--- src/rtl/fifo_rptr_empty.sv ---
// Read-side pointer and status logic for an asynchronous FIFO.
// Takes the Gray write pointer, already synchronized into clk_i, and
// produces the binary RAM read address, the registered Gray read pointer
// for the write-domain synchronizer, and the empty, almost-empty,
// fill-level and sticky underflow status.
// Every output comes straight from a flop. rptr_o therefore changes one
// bit at a time without glitches, which is what the crossing needs.

module fifo_rptr_empty #(
    parameter int ADDR_SIZE     = 8,
    parameter int AEMPTY_THRESH = 4
) (
    input  logic                 clk_i,
    input  logic                 rst_i,
    input  logic                 rd_en_i,
    input  logic [ADDR_SIZE:0]   wptr_sync_i,
    input  logic                 clr_underflow_i,
    output logic [ADDR_SIZE-1:0] raddr_o,
    output logic [ADDR_SIZE:0]   rptr_o,
    output logic                 empty_o,
    output logic                 aempty_o,
    output logic [ADDR_SIZE:0]   rlevel_o,
    output logic                 underflow_o
);

    // Pointers carry one extra wrap bit. With it, full (level = depth)
    // and empty (level = 0) can be told apart.
    localparam int PW = ADDR_SIZE + 1;
    localparam logic [PW-1:0] AEMPTY_LVL = PW'(AEMPTY_THRESH);

    logic [PW-1:0] rbin;
    logic [PW-1:0] rbin_next;
    logic [PW-1:0] rgray_next;
    logic [PW-1:0] wbin;
    logic [PW-1:0] level_next;
    logic          rinc;
    logic          empty_next;
    logic          aempty_next;
    logic          underflow_next;

    // Accept a read only when there is a word to read.
    // A read while empty leaves the pointer where it is.
    always_comb begin
        rinc       = rd_en_i & ~empty_o;
        rbin_next  = rbin + {{ADDR_SIZE{1'b0}}, rinc};
        rgray_next = (rbin_next >> 1) ^ rbin_next;
    end

    // Gray-to-binary of the synchronized write pointer.
    // Each binary bit is the XOR of all Gray bits at and above it.
    always_comb begin
        wbin = '0;
        for (int i = 0; i < PW; i++) begin
            wbin[i] = ^(wptr_sync_i >> i);
        end
    end

    // Status for the next cycle. It is based on the post-read pointer, so
    // empty and level already reflect a read accepted on this edge.
    always_comb begin
        empty_next     = (rgray_next == wptr_sync_i);
        level_next     = wbin - rbin_next;
        aempty_next    = (level_next <= AEMPTY_LVL);
        underflow_next = underflow_o;
        if (clr_underflow_i) begin
            underflow_next = 1'b0;
        end
        // A new underflow beats a clear in the same cycle, so the event is never lost.
        if (rd_en_i && empty_o) begin
            underflow_next = 1'b1;
        end
    end

    // Pointer and status registers. Asserting reset clears them at once;
    // releasing it is assumed to be already synchronized to clk_i.
    always_ff @(posedge clk_i or negedge rst_i) begin
        if (!rst_i) begin
            rbin        <= '0;
            rptr_o      <= '0;
            empty_o     <= 1'b1;
            aempty_o    <= 1'b1;
            rlevel_o    <= '0;
            underflow_o <= 1'b0;
        end else begin
            rbin        <= rbin_next;
            rptr_o      <= rgray_next;
            empty_o     <= empty_next;
            aempty_o    <= aempty_next;
            rlevel_o    <= level_next;
            underflow_o <= underflow_next;
        end
    end

    // The RAM address is the low bits of the registered binary pointer.
    // It changes on the same edge as rptr_o.
    assign raddr_o = rbin[ADDR_SIZE-1:0];

endmodule
--- config.mk ---
export PLATFORM = sky130hd
export DESIGN_NAME = fifo_rptr_empty
export DESIGN_NICKNAME = d
export VERILOG_FILES = /design/src/rtl/fifo_rptr_empty.sv
export SDC_FILE = /design/constraint.sdc
export NUM_CORES = 1
export LEC_CHECK = 0
export ABC_AREA = 1
export CAP_MARGIN = 20
export CORE_AREA = 2 2 81 83
export CTS_CLUSTER_DIAMETER = 30
export DETAILED_ROUTE_END_ITERATION = 10
export DIE_AREA = 0 0 83 85
export SYNTH_ARGS = -nofsm -noshare
export SYNTH_HDL_FRONTEND = slang
export SYNTH_SLANG_ARGS = --single-unit
export TNS_END_PERCENT = 20
--- constraint.sdc ---
create_clock -name clk_i -period 3.07 [get_ports clk_i]
set_input_delay 0.4605 -clock clk_i [delete_from_list [all_inputs] [get_ports clk_i]]
set_output_delay 0.4605 -clock clk_i [all_outputs]
set_load 0.1 [all_outputs]
# Yosys cells after proc, flatten, opt, wreduce, memory -nomap -nowiden
# Cells that the tools add are included.
[classes] n_bitwise=3 n_mux=2 eq_ne=1 reduce_logical=11 add_sub_neg=2 order_cmp=1
[ops] operator="XOR reduction 9 bit" n=9
[ops] operator="adder 9 x 1 -> 9 bit" n=1
[ops] operator="== test 9 bit" n=1
[ops] operator="less-or-equal comparator 9 x 3 -> 1 bit (second input constant)" n=1
[ops] operator="subtractor 9 bit" n=1
[ops] operator="bitwise XOR 8 x 9 -> 9 bit" n=1
[ops] operator="2-to-1 mux 1 bit" n=2
[ops] operator="nonzero test 2 bit" n=1
[ops] operator="bitwise AND 1 bit" n=1
[ops] operator="logical AND 1 bit" n=1
[ops] operator="NOT 1 bit" n=1
[totals] in_bits=13 elab_cells=26 reg_bits=30 out_inout_bits=29

# Longest topological paths before layout
# Gate-level depths: netlist of run 1.
[logic_depth] depth_word=5 mapped_depth=21 ltp_nobuf=21

# Least setup slack after synthesis of run 1
# No wires, ideal clock.
[synth_timing] path_kind="flip-flop to flip-flop" start="register empty_o" end="register aempty_o" path_buffers=1 path_slack_ns=0.062 setup_time_ns=0.067 period_less_slack_ns=3.008 required_ns=3.003 stages_incl_launch_ff=20 arrival_time_ns=2.941 path_cell_list="dfstp_2 > nor2_1 > ha_1 > ha_1 > inv_1 > nand2_1 > and2_1 > buf_2 > ha_1 > nand3b_1 > and2_1 > inv_1 > nand3_1 > o21ai_0 > nand2_1 > nand2_1 > nand2_1 > nor2_1 > nand3_1 > nor2_1"
[synth_via] elab_chain_cells=5
[synth_lines] element="start: declaration" line="20" source="output logic empty_o,"
[synth_lines] element="start signal: assignment" line="87" source="empty_o <= empty_next;"
[synth_lines] element="NOT 1 bit" line="44" source="rinc = rd_en_i & ~empty_o;"
[synth_lines] element="bitwise AND 1 bit" line="44"
[synth_lines] element="adder 9 x 1 -> 9 bit" line="45" source="rbin_next = rbin + {{ADDR_SIZE{1'b0}}, rinc};"
[synth_lines] element="subtractor 9 bit" line="62" source="level_next = wbin - rbin_next;"
[synth_lines] element="less-or-equal comparator 9 x 3 -> 1 bit" line="63" source="aempty_next = (level_next <= AEMPTY_LVL);"
[synth_lines] element="net aempty_next" line="38" source="logic aempty_next;"
[synth_lines] element="end signal: assignment" line="88" source="aempty_o <= aempty_next;"
[synth_lines] element="end: declaration" line="21" source="output logic aempty_o,"
# The timed path passes the listed nets, and every way through them passes these cells.
# A chain may end at the register's enable or synchronous reset.

# Worst setup path after layout of run 1
[layout_timing] start="input rd_en_i" end="register aempty_o"
[layout_via] elab_chain_cells=4
[layout_lines] element="start: declaration" line="15" source="input logic rd_en_i,"
[layout_lines] element="bitwise AND 1 bit" line="44"
[layout_lines] element="adder 9 x 1 -> 9 bit" line="45"
[layout_lines] element="subtractor 9 bit" line="62"
[layout_lines] element="net level_next[8]" line="35" source="logic [PW-1:0] level_next;"
[layout_lines] element="less-or-equal comparator 9 x 3 -> 1 bit" line="63"
[layout_lines] element="net aempty_next" line="38"
# The timed path passes the listed nets, and every way through them passes these cells.

==> impl_metrics.tcl, run 1 <==
set metrics [dict create \
    grt_util_met3 0.0360 \
    cts_inserted_buffers 5 \
    timing.critical_path.arrival_ps 2960 \
    antenna_found_initial 0 \
    final_min_period_over_clock_period 0.891 \
    grt_overflow_total 0 \
    fin_crit_ps 2740 \
    largest_net_degree_at_the_start_of_global_routing 30 \
    numClockSinks 29 \
    worst_clock_skew_ps 5.72 \
    post_synth_mux_area_share 0 \
    port_buffers 41 \
    root_cell_of_the_clock_tree "clkbuf_8" \
    worstRegToRegCells 18 \
    synth_top_cell_by_area "dfrtp_1" \
    wl_per_cell_um 11.1 \
    netlist.area_leader.share 0.323 \
    synth.yosys.seq_area_share 0.348 \
    critPathKind "input pin to flip-flop" \
    vias 1911 \
    post_cts_setup_buffers 0 \
    syn-instance-count 273 \
    grt_peak_use_layer "met2" \
    timing.critical_path.fanout_max 3 \
    critPathCaptureType "flip-flop" \
    finalSetupTns_ps 0 \
    drt_first_pass_iters 4 \
    first_iter_violations 49 \
    synthToLayoutAreaGrowth_pct 40.7 \
    synth-compound-area-share 0.0227 \
    holdBufCountCts 0 \
    pin_count 42 \
    synthAdderAreaFrac 0.0573 \
    layout.cells.most_common_list "nand2_1 (91), buf_4 (68), inv_1 (37)" \
    place_congestion 0.830 \
    grt_use_total 0.151 \
    drt-total-wl_mm 4.84 \
    final_hold_viol_count 0 \
    max-slew-margin-rel 0.751 \
    via_count_of_the_first_global_routing_pass 1818 \
    layout_commonest_cell "nand2_1" \
    post_synth.cell_area_avg_um2 7.67 \
    maximum_clock_rate_mhz 365 \
    drcViolationCount 0 \
    simple_gate_portion_of_the_synthesized_area 0.346 \
    ys_top_cells_by_area "dfrtp_1 (32%), nand2_1 (16%), inv_1 (7.0%), xor2_1 (6.7%), nand3_1 (5.7%)" \
    net_total_in_the_final_layout 381 \
    synth_fp_nets 295 \
    status "finished, final reports clean" \
    worstSetupStartpointType "input pin" \
    max_slew.worst_pin.slew_ps 374 \
    finalSetupViolCount 0 \
    clkTransAtPathRegs_ps 60 \
    required_arrival_time_at_the_worst_endpoint_ps 3290 \
    setup_repair_after_global_routing_missed_its_margin "no" \
    placementRows 29 \
    share_of_post_route_cells_with_drive_strength_above_1 0.317 \
    max_cap_violations 0 \
    yosysUniqueCellTypes 31 \
    dieArea_um2 7060 \
    drtAntennaViolNets 0 \
    use_met1 0.189 \
    diodes 0 \
    insertion_delay_ps 280 \
    post_synth_instance_area_um2 2090 \
    placeableCoreArea_um2 6200 \
    holdPathStages 2 \
    hpwl_mm 4.00 \
    hold_path.class "flip-flop to flip-flop" \
    synth_seq_cells 29 \
    globalRouteMet2Util 0.251 \
    cts_max_level 2 \
    initial_core_util 0.338 \
    die_w_um 83 \
    ctsLongestPathBuffers 2 \
    tritoncts "yes" \
    avgViaCountPerCell 4.37 \
    synth.yosys.warnings 0 \
    synth_xor_xnor_area_share 0.141 \
    grt_first_pass_wirelength_mm 8.45 \
    synth_top_family_by_area "simple AND/OR/NAND/NOR gates" \
    die_h_um 85 \
    timing_max_transition_violations_final 0 \
]
-- cell families (layout without fill, tap and decap cells) --
logic type / Yosys count / in the layout
adder cells (fa/ha/maj): 9 / 9
buffers and inverters: 47 / 134
AND/OR/NAND/NOR: 153 / 153
AO/OA/AOI/OAI: 9 / 9
XOR/XNOR: 26 / 26
flip-flops: 29 / 29
-- routing by layer --
layer	routed length [µm]	share of wire
met5	0	0
met3	234	0.048
met1	2230	0.46
met2	2280	0.47
met4	101	0.021
-- timing repair --
action                                 4_1_cts  5_1_grt
setup endpoints to repair                    0        4
endpoints found under the hold margin        0        0
resized for setup                            0       11
-- cells in the mapped netlist --
| library cell | number |
|---|---|
| and2_1 | 2 |
| xor2_2 | 2 |
| o21ai_0 | 3 |
| inv_1 | 39 |
| nand3_1 | 24 |
| nand3_4 | 1 |
| nand3_2 | 4 |
| xnor2_2 | 2 |
| nand2_1 | 92 |
| nand4_1 | 3 |
| buf_2 | 1 |
| nor3_2 | 1 |
| nand2_4 | 1 |
| ha_1 | 8 |
| a21oi_1 | 4 |
| dfstp_2 | 2 |
| nor2_8 | 1 |
| xor2_4 | 1 |
| o21bai_1 | 1 |
| nand2_2 | 7 |
| dfrtp_1 | 27 |
| xnor2_1 | 4 |
| o21ai_1 | 1 |
| nor2_1 | 9 |
| inv_2 | 7 |
| fa_1 | 1 |
| xor2_1 | 16 |
| xnor2_4 | 1 |
| nor2_2 | 4 |
| nand3b_1 | 3 |
| nor3_1 | 1 |
-- critical path: stages --
cell and delay, ps:
clkdlybuf4s50_1 480, inv_1 40, nor2_1 80, ha_1 210
nand3_1 130, nor2_2 160, inv_2 50, o21bai_1 130
nand2_1 110, ha_1 320, a21oi_1 140, inv_1 70
nand2_1 60, nand2_1 40, a21oi_1 150, nand2_1 70
nand2_1 50, nand2_1 80, nor2_1 110
-- stage by stage --
stage          setup slack [ps]  std cells  instance area, µm²  hold slack (ps)   util
4_1_cts                    6.07        437                2920              540  0.470
3_3_place_gp               -256        429                2820              519  0.454
5_1_grt                    10.3        437                2950              562  0.475
6_report                    334        437                2950              531  0.475
3_5_place_dp               -290        429                2820              530  0.454
2_1_floorplan              61.7        273                2090              165      -
-- sequential cells by signal (all words and copies together) (netlist names) --
name,count
empty_o,1
rbin,9
rptr_o,8
rlevel_o,9
aempty_o,1
underflow_o,1
-- final cells by class --
class,count,area [µm²]
Inverter,46,173
Tap cell,77,96.3
Clock inverter,1,5.00
Sequential cell,29,728
Clock buffer,7,96.3
Timing Repair Buffer,80,646
Multi-Input combinational cell,197,1200
Fill cell,620,3260
-- final timing paths --
| check | start | to | slack [ps] |
|---|---|---|---|
| max reg2reg | empty_o | aempty_o | 500 |
| min | underflow_o | underflow_o | 530 |
| max in group asynchronous | rst_i | aempty_o | 2190 |
| min in group asynchronous | rst_i | rbin[1] | 570 |
| max | rd_en_i | aempty_o | 330 |
| min reg2reg | underflow_o | underflow_o | 530 |
Power of run 1 is not shown: default switching activity piles up to over one toggle a cycle in this logic, so the estimate is an artifact.
==> inputs of run 2 (changes only) <==
- SKIP_LAST_GASP: default -> 1
==> results of run 2 <==
Same layout as run 1: the final DEF is identical, and so are final timing and power.
Power of run 2 is left out for the same reason.
